`src/rtl/seq_sorter.sv`:
```
// rtl/seq_sorter.sv - odd-even transposition sorter, one pass per cycle, DEPTH passes per job
module seq_sorter #(
    parameter int WIDTH = 8,
    parameter int DEPTH = 6
) (
    input  logic                   clk,
    input  logic                   rst_n,
    input  logic                   start,
    input  logic                   desc,
    input  logic [WIDTH*DEPTH-1:0] din,
    output logic                   busy,
    output logic                   done,
    output logic [WIDTH*DEPTH-1:0] dout
);

    localparam int CW = ($clog2(DEPTH) < 1) ? 1 : $clog2(DEPTH);
    localparam logic [CW-1:0] LAST_PASS = CW'(DEPTH - 1);

    typedef enum logic [1:0] {
        IDLE,
        SORT,
        DONE
    } state_t;

    state_t           state;
    state_t           state_nx;
    logic [CW-1:0]    pass_cnt;
    logic             desc_q;
    logic             load;
    logic             step;
    logic [WIDTH-1:0] elem    [DEPTH];
    logic [WIDTH-1:0] elem_nx [DEPTH];

    always_ff @(posedge clk) begin
        if (!rst_n) begin
            state <= IDLE;
        end else begin
            state <= state_nx;
        end
    end

    always_comb begin
        state_nx = state;
        load     = 1'b0;
        step     = 1'b0;
        busy     = 1'b0;
        done     = 1'b0;
        case (state)
            IDLE: begin
                if (start) begin
                    load     = 1'b1;
                    state_nx = SORT;
                end
            end
            SORT: begin
                busy = 1'b1;
                step = 1'b1;
                if (pass_cnt == LAST_PASS) begin
                    state_nx = DONE;
                end
            end
            DONE: begin
                done = 1'b1;
                if (start) begin
                    load     = 1'b1;
                    state_nx = SORT;
                end else begin
                    state_nx = IDLE;
                end
            end
            default: state_nx = IDLE;
        endcase
    end

    // Pairs are disjoint within a pass, so every swap reads the pre-pass values.
    always_comb begin
        for (int j = 0; j < DEPTH; j++) begin
            elem_nx[j] = elem[j];
        end
        for (int j = 0; j < DEPTH - 1; j++) begin
            if ((j % 2) == int'(pass_cnt[0])) begin
                if (desc_q ? (elem[j] < elem[j+1]) : (elem[j] > elem[j+1])) begin
                    elem_nx[j]   = elem[j+1];
                    elem_nx[j+1] = elem[j];
                end
            end
        end
    end

    always_ff @(posedge clk) begin
        if (!rst_n) begin
            pass_cnt <= '0;
            desc_q   <= 1'b0;
            for (int i = 0; i < DEPTH; i++) begin
                elem[i] <= '0;
            end
        end else if (load) begin
            pass_cnt <= '0;
            desc_q   <= desc;
            for (int i = 0; i < DEPTH; i++) begin
                elem[i] <= din[i*WIDTH +: WIDTH];
            end
        end else if (step) begin
            pass_cnt <= pass_cnt + CW'(1);
            for (int i = 0; i < DEPTH; i++) begin
                elem[i] <= elem_nx[i];
            end
        end
    end

    for (genvar g = 0; g < DEPTH; g++) begin : g_dout
        assign dout[g*WIDTH +: WIDTH] = elem[g];
    end

endmodule

```
`config.mk`:
```
export PLATFORM = sky130hd
export DESIGN_NAME = seq_sorter
export DESIGN_NICKNAME = d
export VERILOG_FILES = /design/src/rtl/seq_sorter.sv
export SDC_FILE = /design/constraint.sdc
export NUM_CORES = 1
export LEC_CHECK = 0
export CORE_MARGIN = 1.5
export CORE_UTILIZATION = 45
export CTS_CLUSTER_SIZE = 28
export DETAILED_ROUTE_END_ITERATION = 12
export PLACE_DENSITY = 0.76
export SYNTH_ARGS = -nofsm -noshare
export SYNTH_HDL_FRONTEND = slang
export SYNTH_SLANG_ARGS = --single-unit
```
`constraint.sdc`:
```
create_clock -name clk -period 2.8 [get_ports clk]
set_input_delay 0.84 -clock clk [delete_from_list [all_inputs] [get_ports clk]]
set_output_delay 0.84 -clock clk [all_outputs]
set_load 0.01 [all_outputs]
```
==> metrics.txt, run 1 <==
outcome completed; vias in the first global route 3700; critical path's largest stage delay 500 ps; CTS root buf clkbuf_8; total number of vias 3705; Cell Count, Final, Fillers Out 622; dpl cells 608; final setup vio count 0; CP startpoint kind flop; Inserted Clock Buffers 5; number of synthesized flops with an enable pin 48; Filler Cells Inserted 717; Hold Crit Class reg -> reg; clk sink count 54; post-synthesis net count 487; Final Max Tran Viols 0; minimum clock period 2619 ps; Critical Path RT 2860 ps; Crit Path Class reg -> reg; Routed WL 11.47 mm; CP cell instances buf_4, ha_1, nand2_2, o21ai_0, a211oi_1, a311o_1, nor2b_4, a221o_1; # Max-Cap Violations 0; Placed Area 0.005197 mm²; Final Cell Area 0.005345 mm²; 1st-iter DRT viols 238; Netlist cell types 58; FMAX 0.3818 GHz; Avg Cell Area, Syn 10.05 µm²; Slew Limit Headroom 0.4457; routability cong. 0.8521; CTS tree built; Mapped Cells 393; post-synth top area cell edfxtp_1; Synth top area share 0.3648; worst r2r src elem[0][38]; power per cell area 573.3 mW/mm²; mapped cell area 0.003951 mm²; cell with the largest stage delay on the worst path edfxtp_1; Setup Skew 7.663 ps; Slew @ Worst Pin 831.4 ps; Fin. Hold Viols 0; antenna violations before repair 0; ys flop type edfxtp_1; Pre-antenna DRT Iters 8; share of layout cells above drive strength 1 0.09533; largest net degree at the start of global routing 33; #FFs+latches synth 54; Pleak 2.170 nW; grt ovf 0; I/O Pins 102; most common cell in the netlist edfxtp_1; die width 96.71 µm; post-DR vias/cell 5.957; crit path max fanout 16; Worst Hold Path EP state[1]; commonest cells in the netlist 48 x edfxtp_1, 45 x inv_1, 42 x ha_1; R2R Setup Slk 180 ps; DP HPWL 8.596 mm; worst-case clock buffer depth 2; core region area 0.008593 mm²; area delta synth->final 35.28%; Die ar. 0.009352 mm²; Worst setup EP type flop; DRC viols 0; most area-consuming cells after synthesis edfxtp_1 36%, ha_1 13%, a22o_1 5.3%; Clock transition at path regs 100 ps; Row Count 34; R2R Path End elem[0][37]; hold_ws 547.0 ps; CP arrival 2680 ps; Die Span Y 96.71 µm; wire length per cell 18.44 µm; final period utilization 0.9354; initial core utilization 0.4598; Max VDD drop 0.2663 mV; nets@finish 607; Buffers on Ports 101; Routed Antenna Nets 0; clk_lat worst skew 310 ps; HP Start pass_cnt[2]; Hold Crit Depth 1; All-Layer GR Usage 0.2382; TNS Setup 0 ps; first-pass GRT wire length 18.29 mm; Antenna diodes 0; Yosys warning count 0; CTS H-tree depth 2; Async SR Flop Fraction 0; post-synthesis sequential area ratio 0.3952; R2R cell count 8
-- where the power goes --
group | switching (mW) | total (mW) | internal (mW)
sequential | 0.165 | 1.19 | 1.02
clock | 0.259 | 0.432 | 0.173
combinational | 0.722 | 1.44 | 0.721
-- per-layer routing --
metal | vias up | track usage | routed length [µm]
met2 | 142 | 0.3975 | 5635
met5 | - | 0 | 0
li1 | 1737 | - | -
met3 | 9 | 0.03396 | 713
met1 | 1817 | 0.3222 | 5033
met4 | 0 | 0.07023 | 87
-- final cells by class --
cell class / count / area (µm²) / share of cell area
Multi-Input combinational cell: 277 / 2148 / 0.4019
Tap cell: 108 / 135.1 / 0.02528
Clock inverter: 2 / 8.758 / 0.001639
Clock buffer: 6 / 72.57 / 0.01358
Timing Repair Buffer: 129 / 1246 / 0.2331
Sequential cell: 54 / 1562 / 0.2921
Inverter: 46 / 172.7 / 0.03230
-- cell families after synthesis --
family | after synthesis | synth area share
AO/OA/AOI/OAI | 133 | 0.2470
XOR/XNOR | 1 | 0.002217
adder cells (fa/ha/maj) | 42 | 0.1330
buffers and inverters | 62 | 0.06649
flip-flops | 54 | 0.3952
multiplexers | 17 | 0.04338
AND/OR/NAND/NOR | 84 | 0.1127
-- repair_timing --
action / CTS / global route
setup buffers: 0 / 6
hold buffers: 0 / 0
endpoints found under the setup margin: 0 / 29
resized for setup: 0 / 6
-- worst max-delay path by stage --
stage                     start           to  slack (ps)
floorplan           elem[0][11]   elem[0][0]         260
global placement          rst_n  elem[0][24]         -40
detailed placement        rst_n  elem[0][28]        -130
CTS                 elem[0][25]  elem[0][19]         140
global route        elem[0][25]  elem[0][19]          -3
finish              elem[0][38]  elem[0][37]         180
-- cell usage in the layout (no fill, tap or decap), types with 3 or more instances in the layout --
| master | synthesis | layout |
|---|---|---|
| o21ai_1 | 16 | 16 |
| a22o_1 | 24 | 24 |
| a221o_1 | 8 | 8 |
| nor2b_1 | 9 | 9 |
| nand2_1 | 26 | 26 |
| a222oi_1 | 8 | 8 |
| a22oi_1 | 9 | 9 |
| clkdlybuf4s50_1 | 0 | 101 |
| and4_1 | 4 | 4 |
| o221ai_1 | 9 | 9 |
| nor2_1 | 16 | 16 |
| o21ai_0 | 7 | 7 |
| nand3_1 | 3 | 3 |
| dfxtp_1 | 6 | 6 |
| a21oi_1 | 28 | 28 |
| buf_4 | 2 | 26 |
| o21a_1 | 3 | 3 |
| clkbuf_8 | 0 | 5 |
| inv_1 | 45 | 45 |
| a211oi_1 | 3 | 3 |
| edfxtp_1 | 48 | 48 |
| nand4_1 | 4 | 4 |
| ha_1 | 42 | 42 |
| mux2i_1 | 16 | 16 |
| nand2b_1 | 4 | 3 |
-- worst max-delay path, delay by kind of cell (launching register included) --
kind	cells	cell delay, ps
AOI/OAI and AO/OA	4	1110
and+or+nand+nor	2	290
buffers and inverters	1	190
adders and majority gates	1	290
DFF	1	500
-- state kept, by name, indices dropped and copies added (netlist names) --
name,count
elem,48
pass_cnt,3
state,2
desc_q,1
-- metrics by stage --
step,setup slack (ps),utilization,total power [mW]
4_1_cts,141.5,0.6143,3.027
3_5_place_dp,-125.5,0.6048,2.595
5_1_grt,-3.339,0.6220,3.248
2_1_floorplan,264.3,-,1.991
6_report,180.9,0.6220,3.064
3_3_place_gp,-43.42,0.6048,2.536
(Power assumes the default switching activity.)
==> run 2, diff against run 1 <==
- CTS_BUF_LIST: default -> sky130_fd_sc_hd__clkbuf_8
- PLACE_DENSITY: 0.76 -> 0.73
- clock period: 2.8 -> 2.6 ns (I/O delays scaled with it)
==> run 2 against run 1 <==
Net effect: the flow now finishes with violations (setup timing); utilization up 4.1 points; cell count up 5.1%; clock skew down 2.3 ps; first-iteration DRC count up 6.7%; via count up 4.1%; routed wire length up 4.4%; clock-buffer cell count unchanged; largest power group unchanged; highest routed layer unchanged.
==> metrics.txt, run 2 (same netlist as run 1, synthesis figures left out) <==
outcome finished, violations left; failing checks setup timing; nets@finish 639 (+5.3%); Placed Area 0.005383 mm² (+3.6%); routability cong. 0.8723 (+2.4%); CTS tree built; Biggest register elem; CP cell instances buf_4, ha_1, nand2_2, nor2_4, a21oi_1, and2_0, a311o_2, nor2b_4, a221o_1; HP Start pass_cnt[2]; Pre-antenna DRT Iters 5 (-3); Top Registers elem (48), pass_cnt (3), state (2); Die Span Y 96.71 µm (unchanged); Filler Cells Inserted 684 (-4.6%); Inserted Clock Buffers 5 (unchanged); power per cell area 627.9 mW/mm² (+9.5%); vias in the first global route 3719 (+0.51%); Row Count 34 (unchanged); Slew Limit Headroom 0.6631 (+0.2174); initial core utilization 0.4598 (unchanged); # Max-Cap Violations 0 (unchanged); crit path max fanout 15 (-1); Critical Path RT 2670 ps (-190 ps); worst-case clock buffer depth 2 (unchanged); final setup vio count 1 (+1); CP arrival 2670 ps (about the same); max FFs per register 48 (unchanged); CTS root buf clkbuf_8; dpl cells 631 (+3.8%); post-DR vias/cell 5.896 (-1.0%); unrepaired setup endpoints after global routing yes; CP startpoint kind flop; Final Cell Area 0.005697 mm² (+6.6%); core region area 0.008593 mm² (unchanged); worst r2r src elem[0][38]; minimum clock period 2605 ps (-13.97 ps); largest net degree at the start of global routing 33 (unchanged); clk sink count 54 (unchanged); Crit Path Class reg -> reg; total number of vias 3856 (+4.1%); Buffers on Ports 101 (unchanged); Crit. Startpoint elem[0][38]; CTS H-tree depth 2 (unchanged); I/O Pins 102 (unchanged); Routed Antenna Nets 0 (unchanged); Routed WL 11.97 mm (+4.4%); 1st-iter DRT viols 254 (+6.7%); Worst setup EP type flop; Clock transition at path regs 100 ps (about the same); Final Max Tran Viols 0 (unchanged); All-Layer GR Usage 0.2429 (+0.004677); DRC viols 0 (unchanged); critical path's top delay family compound AO/OA/AOI/OAI gates; Antenna diodes 0 (unchanged); die width 96.71 µm (unchanged); area delta synth->final 44.17%; Hold Crit Class reg -> reg; DP HPWL 8.852 mm (+3.0%); clk_lat worst skew 310 ps (about the same); final core utilization 0.6629 (+0.04092); Setup Skew 5.403 ps (-2.261 ps); grt ovf 0 (unchanged); final period utilization 1.002 (+0.06658); Fin. Hold Viols 0 (unchanged); Die ar. 0.009352 mm² (unchanged); Slew @ Worst Pin 504.6 ps (-326.8 ps); antenna violations before repair 0 (unchanged); register area 0.001562 mm² (unchanged); Cell Count, Final, Fillers Out 654 (+5.1%); wire length per cell 18.31 µm (-0.71%); cell with the largest stage delay on the worst path edfxtp_1; area of the multi-input gates 0.002238 mm² (+4.2%); FMAX 0.3839 GHz (+0.54%); first-pass GRT wire length 18.53 mm (+1.3%); Final WS setup -5.124 ps (-186.0 ps); hold_ws 539.4 ps (-7.619 ps); Max VDD drop 0.3130 mV (+18%); most common cell after layout, fill and taps aside clkdlybuf4s50_1; critical path's largest stage delay 470 ps (-30 ps); most frequent cells in the layout 101 x clkdlybuf4s50_1, 57 x buf_4, 48 x edfxtp_1; Worst Path Buf+Inv 1 (unchanged); Pleak 2.384 nW (+9.9%); share of layout cells above drive strength 1 0.1722 (+0.07683)
## run 2: worst paths after layout
| check | endpoint | slack (ps) | cells past startpoint |
|---|---|---|---|
| worst max-delay path | elem[0][37] | -5 | 9 |
| worst min-delay path | state[0] | 540 | 2 |
| worst max register to register | elem[0][37] | -5 | 9 |
| worst min register to register | state[0] | 540 | 2 |
## run 2: worst register-to-register path, stage by stage (launching register included)
cell and delay (ps):
edfxtp_1 470, buf_4 180, ha_1 310, nand2_2 90, nor2_4 130, a21oi_1 70, and2_0 190, a311o_2 360
nor2b_4 200, a221o_1 360
## run 2: layout make-up
type,count,area share
clock buffer,6,0.01450
clock inverter,2,0.001318
inverter,46,0.03031
multi-input combinational,277,0.3929
sequential,54,0.2741
tap,108,0.02372
timing repair buffer,161,0.2631
## run 2: metrics by stage
stage                     setup TNS [ps]  setup WS, ps  power, mW
after floorplan                        0         64.25      2.145
after global placement                 0         32.00      2.832
after detailed placement          -241.3        -49.02      2.896
after CTS                              0         15.50      3.395
after global routing              -498.2        -70.58      3.780
final                             -5.124        -5.124      3.577
## run 2: power by group
part / switching (mW) / leakage [nW] / total [mW] / internal, mW
Sequential: 0.141 / 0.578 / 1.24 / 1.10
Combinational: 0.890 / 1.75 / 1.84 / 0.947
Clock: 0.286 / 0.0538 / 0.496 / 0.211
## run 2: repair_timing
action	CTS	global route
hold buffers	0	0
setup endpoints to repair	10	48
pin swaps	0	3
resized for setup	2	25
buffers inserted	0	15
## run 2: per-layer routing
layer | share of wire | vias up | global-route usage
li1 | - | 1804 | -
met4 | 0.016 | 0 | 0.05797
met2 | 0.49 | 122 | 0.4072
met3 | 0.050 | 17 | 0.03035
met1 | 0.44 | 1913 | 0.3352
met5 | 0 | - | 0
==> run 3, diff against run 2 <==
- CORE_UTILIZATION: 45 -> 51
- PLACE_DENSITY: 0.73 -> 0.81
==> run 3 against run 2 <==
Net effect: the run still ends with setup timing left; worst hold slack improved by 5.5 ps; cell area rose by 3.4%; sequential power barely moved; via count rose by 8.8%; clock power fell by 5.4%; routed wire length rose by 13%; sequential cell count did not move; highest routed layer unchanged; utilization rose by 14 points; clock-buffer cell count fell by 1; setup slack got worse by 30 ps; non-clock buffer count rose by 21; critical path type unchanged.
==> metrics.txt, run 3 (same netlist as run 1, synthesis figures left out) <==
most frequent cells in the layout 101 x clkdlybuf4s50_1, 77 x buf_4, 48 x edfxtp_1; CTS root buf clkbuf_8; combinational power share 0.539 (+0.025); Placed Area 0.005371 mm² (-0.21%); Top Registers elem (48), pass_cnt (3), state (2); Max VDD drop 0.3266 mV (+4.3%); total number of vias 4196 (+8.8%); Setup Skew 9.921 ps (+4.519 ps); post-DR vias/cell 6.291 (+6.7%); critical path's largest stage delay 420 ps (-50 ps); HP Start pass_cnt[2]; Routed WL 13.51 mm (+13%); FMAX 0.3794 GHz (-1.2%); Pleak 2.478 nW (+4.0%); GRT met1 Usage 0.3997 (+0.06449); Hold Crit Class reg -> reg; clock share of power 0.127 (-0.012); I/O Pins 102 (unchanged); Int Pwr 2.299 mW (+1.7%); DRC viols 0 (unchanged); All-Layer GR Usage 0.2878 (+0.04488); initial core utilization 0.5362 (+0.07635); R2R Path End elem[0][32]; cell with the largest stage delay on the worst path edfxtp_1; power per cell area 628.5 mW/mm² (about the same); final period utilization 1.014 (+0.01167); DP HPWL 9.118 mm (+3.0%); CTS H-tree depth 2 (unchanged); Clock transition at path regs 100 ps (about the same); worst-case clock buffer depth 2 (unchanged); sequential share of power 0.334 (-0.014); Fin. Hold Viols 0 (unchanged); worst r2r src elem[0][37]; nets@finish 661 (+3.4%); Antenna diodes 0 (unchanged); minimum clock period 2635 ps (+30.34 ps); unrepaired setup endpoints after global routing yes; Buffers on Ports 101 (unchanged); Routed Antenna Nets 0 (unchanged); CTS tree built; wire length per cell 20.26 µm (+11%); switch share 0.3790 (+0.01076); Biggest register elem; area delta synth->final 49.08%; Pre-antenna DRT Iters 5 (unchanged); failing checks setup timing; clk sink count 54 (unchanged); R2R Setup Slk -40 ps (-30 ps); Worst Hold Path EP state[1]; Inserted Clock Buffers 5 (unchanged); Crit Path Class reg -> reg; vias in the first global route 3848 (+3.5%); most common cell after layout, fill and taps aside clkdlybuf4s50_1; met3 Track Usage GR 0.02764 (-0.002709); Place WS -36.87 ps (+12.15 ps); share of layout cells above drive strength 1 0.2148 (+0.04263); max FFs per register 48 (unchanged); hold_ws 544.9 ps (+5.499 ps); grt ovf 0 (unchanged); Die ar. 0.008285 mm² (-11%); Worst setup EP type flop; CP arrival 2700 ps (+30 ps); Critical Path RT 2670 ps (about the same); Final WS setup -35.47 ps (-30.34 ps); clk_lat worst skew 310 ps (about the same); Row Count 31 (-8.8%); 1st-iter DRT viols 468 (+84%); crit path max fanout 7 (-8); switching power 1.403 mW (+6.5%); Hold Crit Depth 1 (-1); first-pass GRT wire length 19.29 mm (+4.1%); Final Max Tran Viols 0 (unchanged); antenna violations before repair 0 (unchanged); R2R cell count 8 (-1); Slew @ Worst Pin 507.9 ps (+3.313 ps); CP startpoint kind flop; GR Layer Usage met2 0.4789 (+0.07165); Slew Limit Headroom 0.6609 (-0.002212); outcome finished, violations left; TNS Setup -159.1 ps (-154.0 ps); Final Cell Area 0.005891 mm² (+3.4%); routability cong. 0.8340 (-4.4%); core region area 0.007370 mm² (-14%); CP cell instances buf_4, ha_1, a21oi_1, o21ai_1, and2_1, a311o_2, nor2b_4, a221o_1; die width 91.02 µm (-5.9%); GRT busiest layer met2; largest net degree at the start of global routing 26 (-21%); # Max-Cap Violations 0 (unchanged); Die Span Y 91.02 µm (-5.9%); final setup vio count 7 (+6)
[run 3: cell count changes in the layout (fill, tap and decap cells not counted), moves of 2 or more]
cell,change
buf_4,+20
o221ai_2,+3
inv_1,-2
ha_4,+2
o221ai_1,-3
a21oi_1,+2
ha_1,-2
[run 3: routing by layer]
metal,share of wire,vias to the layer above
met5,0,-
met3,0.086,40
met1,0.39,2027
met4,0.026,0
li1,-,1850
met2,0.50,279
[run 3: timing repair]
action	CTS	global route
buffers inserted	7	29
setup endpoints to repair	22	50
hold buffers	0	0
gates resized for setup	3	30
cloned	0	1
pin swaps	0	17
[run 3: power by group through the flow]
stage | Combinational, mW | Clock, mW | Sequential (mW)
after floorplan | 0.834 | 0 | 1.31
final | 2.00 | 0.469 | 1.24
after global routing | 2.12 | 0.493 | 1.25
after detailed placement | 1.62 | 0 | 1.27
after global placement | 1.54 | 0 | 1.27
after CTS | 1.68 | 0.461 | 1.24
[run 3: final cells by class]
type / instances / area, µm²
fill: 457 / 1479
timing repair buffer: 182 / 1669
clock buffer: 5 / 68.82
clock inverter: 3 / 12.51
inverter: 46 / 172.7
sequential: 54 / 1562
tap: 99 / 123.9
multi-input combinational: 278 / 2282
[run 3: worst max-delay path by stage]
| stage | startpoint | endpoint | slack [ps] | cells after the start |
|---|---|---|---|---|
| 5_1_grt | elem[0][37] | elem[0][38] | -100 | 9 |
| 3_3_place_gp | rst_n | elem[0][24] | 50 | 6 |
| 2_1_floorplan | elem[0][11] | elem[0][0] | 60 | 7 |
| 4_1_cts | elem[0][27] | elem[0][24] | 2 | 9 |
| 6_report | elem[0][37] | elem[0][32] | -40 | 8 |
| 3_5_place_dp | elem[0][34] | elem[0][26] | -40 | 9 |
[run 3: worst max-delay path, delay by kind of cell, from the launching register on]
| family | cells | cell delay (ps) |
|---|---|---|
| AOI/OAI and AO/OA | 4 | 1120 |
| adders and majority gates | 1 | 310 |
| buffers and inverters | 1 | 170 |
| DFF | 1 | 420 |
| and+or+nand+nor | 2 | 370 |
[run 3: metrics by stage]
step | util | total power [mW] | instances
5_1_grt | 0.7993 | 3.866 | 667
4_1_cts | 0.7482 | 3.379 | 637
3_3_place_gp | 0.7289 | 2.809 | 622
3_5_place_dp | 0.7289 | 2.890 | 622
2_1_floorplan | - | 2.145 | 393
6_report | 0.7993 | 3.702 | 667
